--- src/rtl/exc_ctrl.sv ---
// Exception/interrupt front-end: irq sync + pending latch, cause arbitration,
// single-cycle take/eret pulses to cp0 with pipeline flush and PC redirect.
module exc_ctrl #(
  parameter int unsigned NIRQ        = 6,
  parameter logic [31:0] VECTOR      = 32'h00400004,
  parameter int unsigned SYNC_STAGES = 2
) (
  input  logic            clk,
  input  logic            rst,
  input  logic            inst_valid,
  input  logic [31:0]     pc,
  input  logic            is_syscall,
  input  logic            is_break,
  input  logic            is_teq,
  input  logic            teq_eq,
  input  logic            is_eret,
  input  logic [NIRQ-1:0] irq,
  input  logic [31:0]     status,
  input  logic [31:0]     epc_in,
  output logic            exc_req,
  output logic [4:0]      exc_code,
  output logic [31:0]     exc_epc,
  output logic            eret_req,
  output logic            flush,
  output logic            redirect,
  output logic [31:0]     redirect_pc,
  output logic            in_handler,
  output logic [NIRQ-1:0] irq_pending
);

  localparam int unsigned CODE_W = 5;
  localparam logic [CODE_W-1:0] CODE_INT = 5'b00000;
  localparam logic [CODE_W-1:0] CODE_SYS = 5'b01000;
  localparam logic [CODE_W-1:0] CODE_BP  = 5'b01001;
  localparam logic [CODE_W-1:0] CODE_TR  = 5'b01101;

  typedef enum logic [1:0] {IDLE, TAKE, HANDLER, RET} state_t;

  state_t state, state_d;

  logic [SYNC_STAGES-1:0][NIRQ-1:0] sync_q;
  logic [NIRQ-1:0] sync_prev, rise, clr, irq_hit, irq_sel, take_irq, take_irq_d;
  logic            irq_found, cand_valid, take_ok;
  logic [CODE_W-1:0] cand_code, code_d;
  logic [31:0]     epc_d, rpc_d;
  logic            exc_req_d, eret_req_d, flush_d, redirect_d, in_handler_d;

  logic unused_status;
  assign unused_status = ^{status[31:8+NIRQ], status[7:4]};

  assign rise    = sync_q[SYNC_STAGES-1] & ~sync_prev;
  assign irq_hit = irq_pending & status[8 +: NIRQ];
  assign take_ok = inst_valid & status[0];

  // Lowest-index enabled pending interrupt wins
  always_comb begin
    irq_sel   = '0;
    irq_found = 1'b0;
    for (int unsigned i = 0; i < NIRQ; i++) begin
      if (irq_hit[i] && !irq_found) begin
        irq_sel[i] = 1'b1;
        irq_found  = 1'b1;
      end
    end
  end

  // Synchronous causes outrank interrupts
  always_comb begin
    cand_valid = 1'b1;
    cand_code  = CODE_INT;
    if (is_syscall && status[1])              cand_code = CODE_SYS;
    else if (is_break && status[2])           cand_code = CODE_BP;
    else if (is_teq && teq_eq && status[3])   cand_code = CODE_TR;
    else if (irq_found)                       cand_code = CODE_INT;
    else                                      cand_valid = 1'b0;
  end

  always_comb begin
    state_d      = state;
    code_d       = exc_code;
    epc_d        = exc_epc;
    rpc_d        = redirect_pc;
    take_irq_d   = take_irq;
    clr          = '0;
    exc_req_d    = 1'b0;
    eret_req_d   = 1'b0;
    flush_d      = 1'b0;
    redirect_d   = 1'b0;
    in_handler_d = 1'b0;
    case (state)
      IDLE: begin
        if (take_ok && cand_valid) begin
          state_d      = TAKE;
          code_d       = cand_code;
          epc_d        = pc;
          take_irq_d   = (cand_code == CODE_INT) ? irq_sel : '0;
          exc_req_d    = 1'b1;
          flush_d      = 1'b1;
          redirect_d   = 1'b1;
          rpc_d        = VECTOR;
          in_handler_d = 1'b1;
        end
      end
      TAKE: begin
        state_d      = HANDLER;
        clr          = take_irq;
        in_handler_d = 1'b1;
      end
      HANDLER: begin
        in_handler_d = 1'b1;
        if (is_eret && inst_valid) begin
          state_d    = RET;
          eret_req_d = 1'b1;
          flush_d    = 1'b1;
          redirect_d = 1'b1;
          rpc_d      = epc_in;
        end
      end
      RET: state_d = IDLE;
      default: state_d = IDLE;
    endcase
  end

  always_ff @(posedge clk or negedge rst) begin
    if (!rst) begin
      state       <= IDLE;
      sync_q      <= '0;
      sync_prev   <= '0;
      irq_pending <= '0;
      take_irq    <= '0;
      exc_req     <= 1'b0;
      exc_code    <= '0;
      exc_epc     <= '0;
      eret_req    <= 1'b0;
      flush       <= 1'b0;
      redirect    <= 1'b0;
      redirect_pc <= '0;
      in_handler  <= 1'b0;
    end else begin
      state       <= state_d;
      sync_q      <= {sync_q[SYNC_STAGES-2:0], irq};
      sync_prev   <= sync_q[SYNC_STAGES-1];
      // A new edge in the same cycle as its clear keeps the bit set
      irq_pending <= (irq_pending & ~clr) | rise;
      take_irq    <= take_irq_d;
      exc_req     <= exc_req_d;
      exc_code    <= code_d;
      exc_epc     <= epc_d;
      eret_req    <= eret_req_d;
      flush       <= flush_d;
      redirect    <= redirect_d;
      redirect_pc <= rpc_d;
      in_handler  <= in_handler_d;
    end
  end

endmodule

--- config.mk ---
export PLATFORM = sky130hd
export DESIGN_NAME = exc_ctrl
export DESIGN_NICKNAME = d
export VERILOG_FILES = /design/src/rtl/exc_ctrl.sv
export SDC_FILE = /design/constraint.sdc
export NUM_CORES = 1
export LEC_CHECK = 0
export ABC_AREA = 0
export CORE_ASPECT_RATIO = 1.1
export CORE_MARGIN = 3
export CORE_UTILIZATION = 43
export CTS_CLUSTER_DIAMETER = 100
export DETAILED_ROUTE_END_ITERATION = 16
export GPL_ROUTABILITY_DRIVEN = 0
export MAX_ROUTING_LAYER = met4
export PLACE_DENSITY = 0.88
export SYNTH_ARGS = -nofsm -noshare
export SYNTH_HDL_FRONTEND = slang
export SYNTH_SLANG_ARGS = --single-unit
--- constraint.sdc ---
create_clock -name clk -period 5.39 [get_ports clk]
set_input_delay 1.078 -clock clk [delete_from_list [all_inputs] [get_ports clk]]
set_output_delay 1.078 -clock clk [all_outputs]
set_load 0.01 [all_outputs]
==> run summary <==
status -> finished, final reports clean
sequential share of the synthesized area -> 0.6450
setup bufs post-CTS -> 0
Yosys Warn Count -> 0
CTS Buf Count -> 9
Power Dens Cells -> 500.4 nW/um^2
port bufs -> 165
hold path start -> sync_q[2]
Synth async-reset ratio -> 1.000
synth unique cells -> 39
Crit Reg-Reg Endpoint -> state[0]
IO Pins -> 190
crit path DAT -> 3.41 ns
clock share of power -> 0.155
core area -> 8964 um^2
wire length per cell -> 16.60 um
antenna violations before repair -> 0
share of layout cells above drive strength 1 -> 0.1390
Post-synth EDFFs -> 0
DRT iter0 DRCs -> 170
area of the die -> 10490 um^2
Via Count -> 2819
drt via density -> 5.034
global-route wire length before repair -> 15160 um
Pwr Total -> 2.947 mW
TritonCTS clock tree -> yes
Worst-path clk slew -> 0.10 ns
Period minus WS final -> 3.212 ns
Area contributors post-synth -> dfrtp_1 (64%), mux2_4 (11%), a22o_1 (6.6%)
Reg2Reg Launch Point -> irq_pending[0]
Post-synth top flop -> dfrtp_1
type of the worst setup path -> in2reg
# setup viols final -> 0
GRT overflow -> 0
skew final -> 0.02056 ns
Fin Hold WS -> 0.3590 ns
#FFs+latches synth -> 103
post-CTS sizing -> 0
Final Max Tran Viols -> 0
die height -> 107.1 um
area delta synth->final -> 47.37%
Gate power share -> 0.431
Worst Path Required -> 5.59 ns
CTS Hold Bufs -> 0
Setup TNS Final -> 0 ns
MaxCap Viol Count -> 0
type of origin of the critical path -> primary input
synthesized instance count -> 274
P_sw -> 0.9237 mW
Clock Latency Late Sink -> 0.36 ns
commonest cells after routing, fill and taps aside -> clkdlybuf4s50_1 (164), dfrtp_1 (103), a22o_1 (30)
antenna viol nets, final -> 0
worst relative slew slack -> 0.4950
Peak VDD IR -> 276.2 uV
Clock Root Buffer -> clkbuf_8
Synth top area share -> 0.6450
Internal -> 2.023 mW
Achievable Freq -> 0.3113 GHz
register area -> 2577 um^2
GRT Util Overall -> 0.1851
Initial Util -> 0.4458
Worst Hold Class -> reg2reg
Row Count -> 36
syn avg cell area -> 14.59 um^2
die width -> 97.92 um
most common cell after layout, fill and taps aside -> clkdlybuf4s50_1
drt pass-1 iters -> 4
DPL Wire Length -> 6664 um
RSZ-0062 raised after global routing -> false
hold endpoint -> sync_q[8]
FF-to-FF setup slack -> 2.89 ns
P_leak -> 2.647 nW
Final Hold Fails -> 0
DRC viols -> 0
Synth area leader -> dfrtp_1
Multi-input gate area -> 1262 um^2
largest net degree at the start of global routing -> 57
fin crit share -> 0.5959
number of global-route vias before repair -> 3009
clock sinks -> 103
CTS H-tree lvls -> 3
fin nets -> 555
CTS Buffer Depth -> 2
hold depth -> 0
post-synth design cell area -> 3996 um^2
Seq pwr share -> 0.414
ANT cells -> 0
Worst R2R Path Depth -> 4
switch share -> 0.3134
FILL cells -> 658
slew at the pin with the worst max-slew slack -> 0.7575 ns
Critical Path End Type -> register
routed wire length -> 9297 um
critical path peak fanout -> 33
==> critical path: stages <==
cell             delay, ns
clkdlybuf4s50_1       0.43
a222oi_1              0.70
and3_2                0.39
a31o_2                0.63
o31ai_1               0.17
==> power by group through the flow <==
stage               registers (mW)  logic (mW)  clock network [mW]
floorplan                     1.33       0.476                   0
global placement              1.21        1.25                   0
detailed placement            1.23        1.28                   0
CTS                           1.22        1.29               0.472
global route                  1.26        1.35               0.502
finish                        1.22        1.27               0.456
==> flip-flops by register name, summed over array words and instances (netlist names) <==
| signal | flops |
|---|---|
| exc_epc | 32 |
| redirect_pc | 32 |
| sync_q | 12 |
| irq_pending | 6 |
| sync_prev | 6 |
| take_irq | 6 |
| exc_code | 3 |
| state | 2 |
| eret_req | 1 |
| exc_req | 1 |
| in_handler | 1 |
| redirect | 1 |
==> metal layers <==
metal / vias to the layer above / global-route usage / part of all wire
met1: 1373 / 0.2371 / 0.42
met5: - / - / 0
met4: 0 / 0.05836 / 0.016
met3: 13 / 0.03383 / 0.059
met2: 124 / 0.3016 / 0.50
li1: 1309 / - / -
==> cell type report <==
class,instances,share of cell area
multi-input combinational,146,0.2144
inverter,14,0.009773
clock buffer,9,0.02103
clock inverter,7,0.01041
tap,114,0.02422
sequential,103,0.4376
timing repair buffer,167,0.2826
==> cell families (layout without fill, tap and decap cells) <==
logic type	count (synthesis)	after routing	share of synthesized area
flops	103	103	0.6450
compound gates	65	65	0.1324
simple gates	43	43	0.05009
mux	32	32	0.1174
buf+inv	26	197	0.04164
fa+ha+maj	4	4	0.01252
other cells	1	2	0.0009384
==> synth_stat cells, types with 2 or more instances <==
library cell  number
o31ai_1            2
o2bb2ai_1          2
and3_1             3
a22o_1            30
buf_4              3
nand3_1            6
dfrtp_1          103
o21ai_0            7
nor2_1             4
a22o_2             3
buf_12             3
nand2b_1           2
mux2_4            29
ha_1               4
inv_1             13
and2_1             2
buf_2              3
mux2_2             3
clkbuf_1           3
a22oi_1            4
nand2_1           23
a21oi_1            5
==> worst max-delay path by stage <==
| stage | from | endpoint | slack (ns) |
|---|---|---|---|
| 4_1_cts | status[8] | state[0] | 2.22 |
| 6_report | status[8] | state[0] | 2.18 |
| 3_5_place_dp | status[8] | state[0] | 1.82 |
| 3_3_place_gp | status[8] | exc_epc[19] | 1.90 |
| 5_1_grt | status[8] | redirect_pc[22] | 2.01 |
| 2_1_floorplan | status[8] | exc_epc[10] | 2.65 |
==> through the flow <==
| step | instance area, um^2 | worst slack [ns] | utilization | cells |
|---|---|---|---|---|
| floorplan | 4000 | 2.654 | - | 275 |
| global placement | 5704 | 1.896 | 0.6364 | 544 |
| detailed placement | 5704 | 1.821 | 0.6364 | 544 |
| CTS | 5889 | 2.220 | 0.6570 | 560 |
| global route | 5889 | 2.009 | 0.6570 | 560 |
| finish | 5889 | 2.178 | 0.6570 | 560 |
No activity file was read; power rests on OpenSTA's default activity.
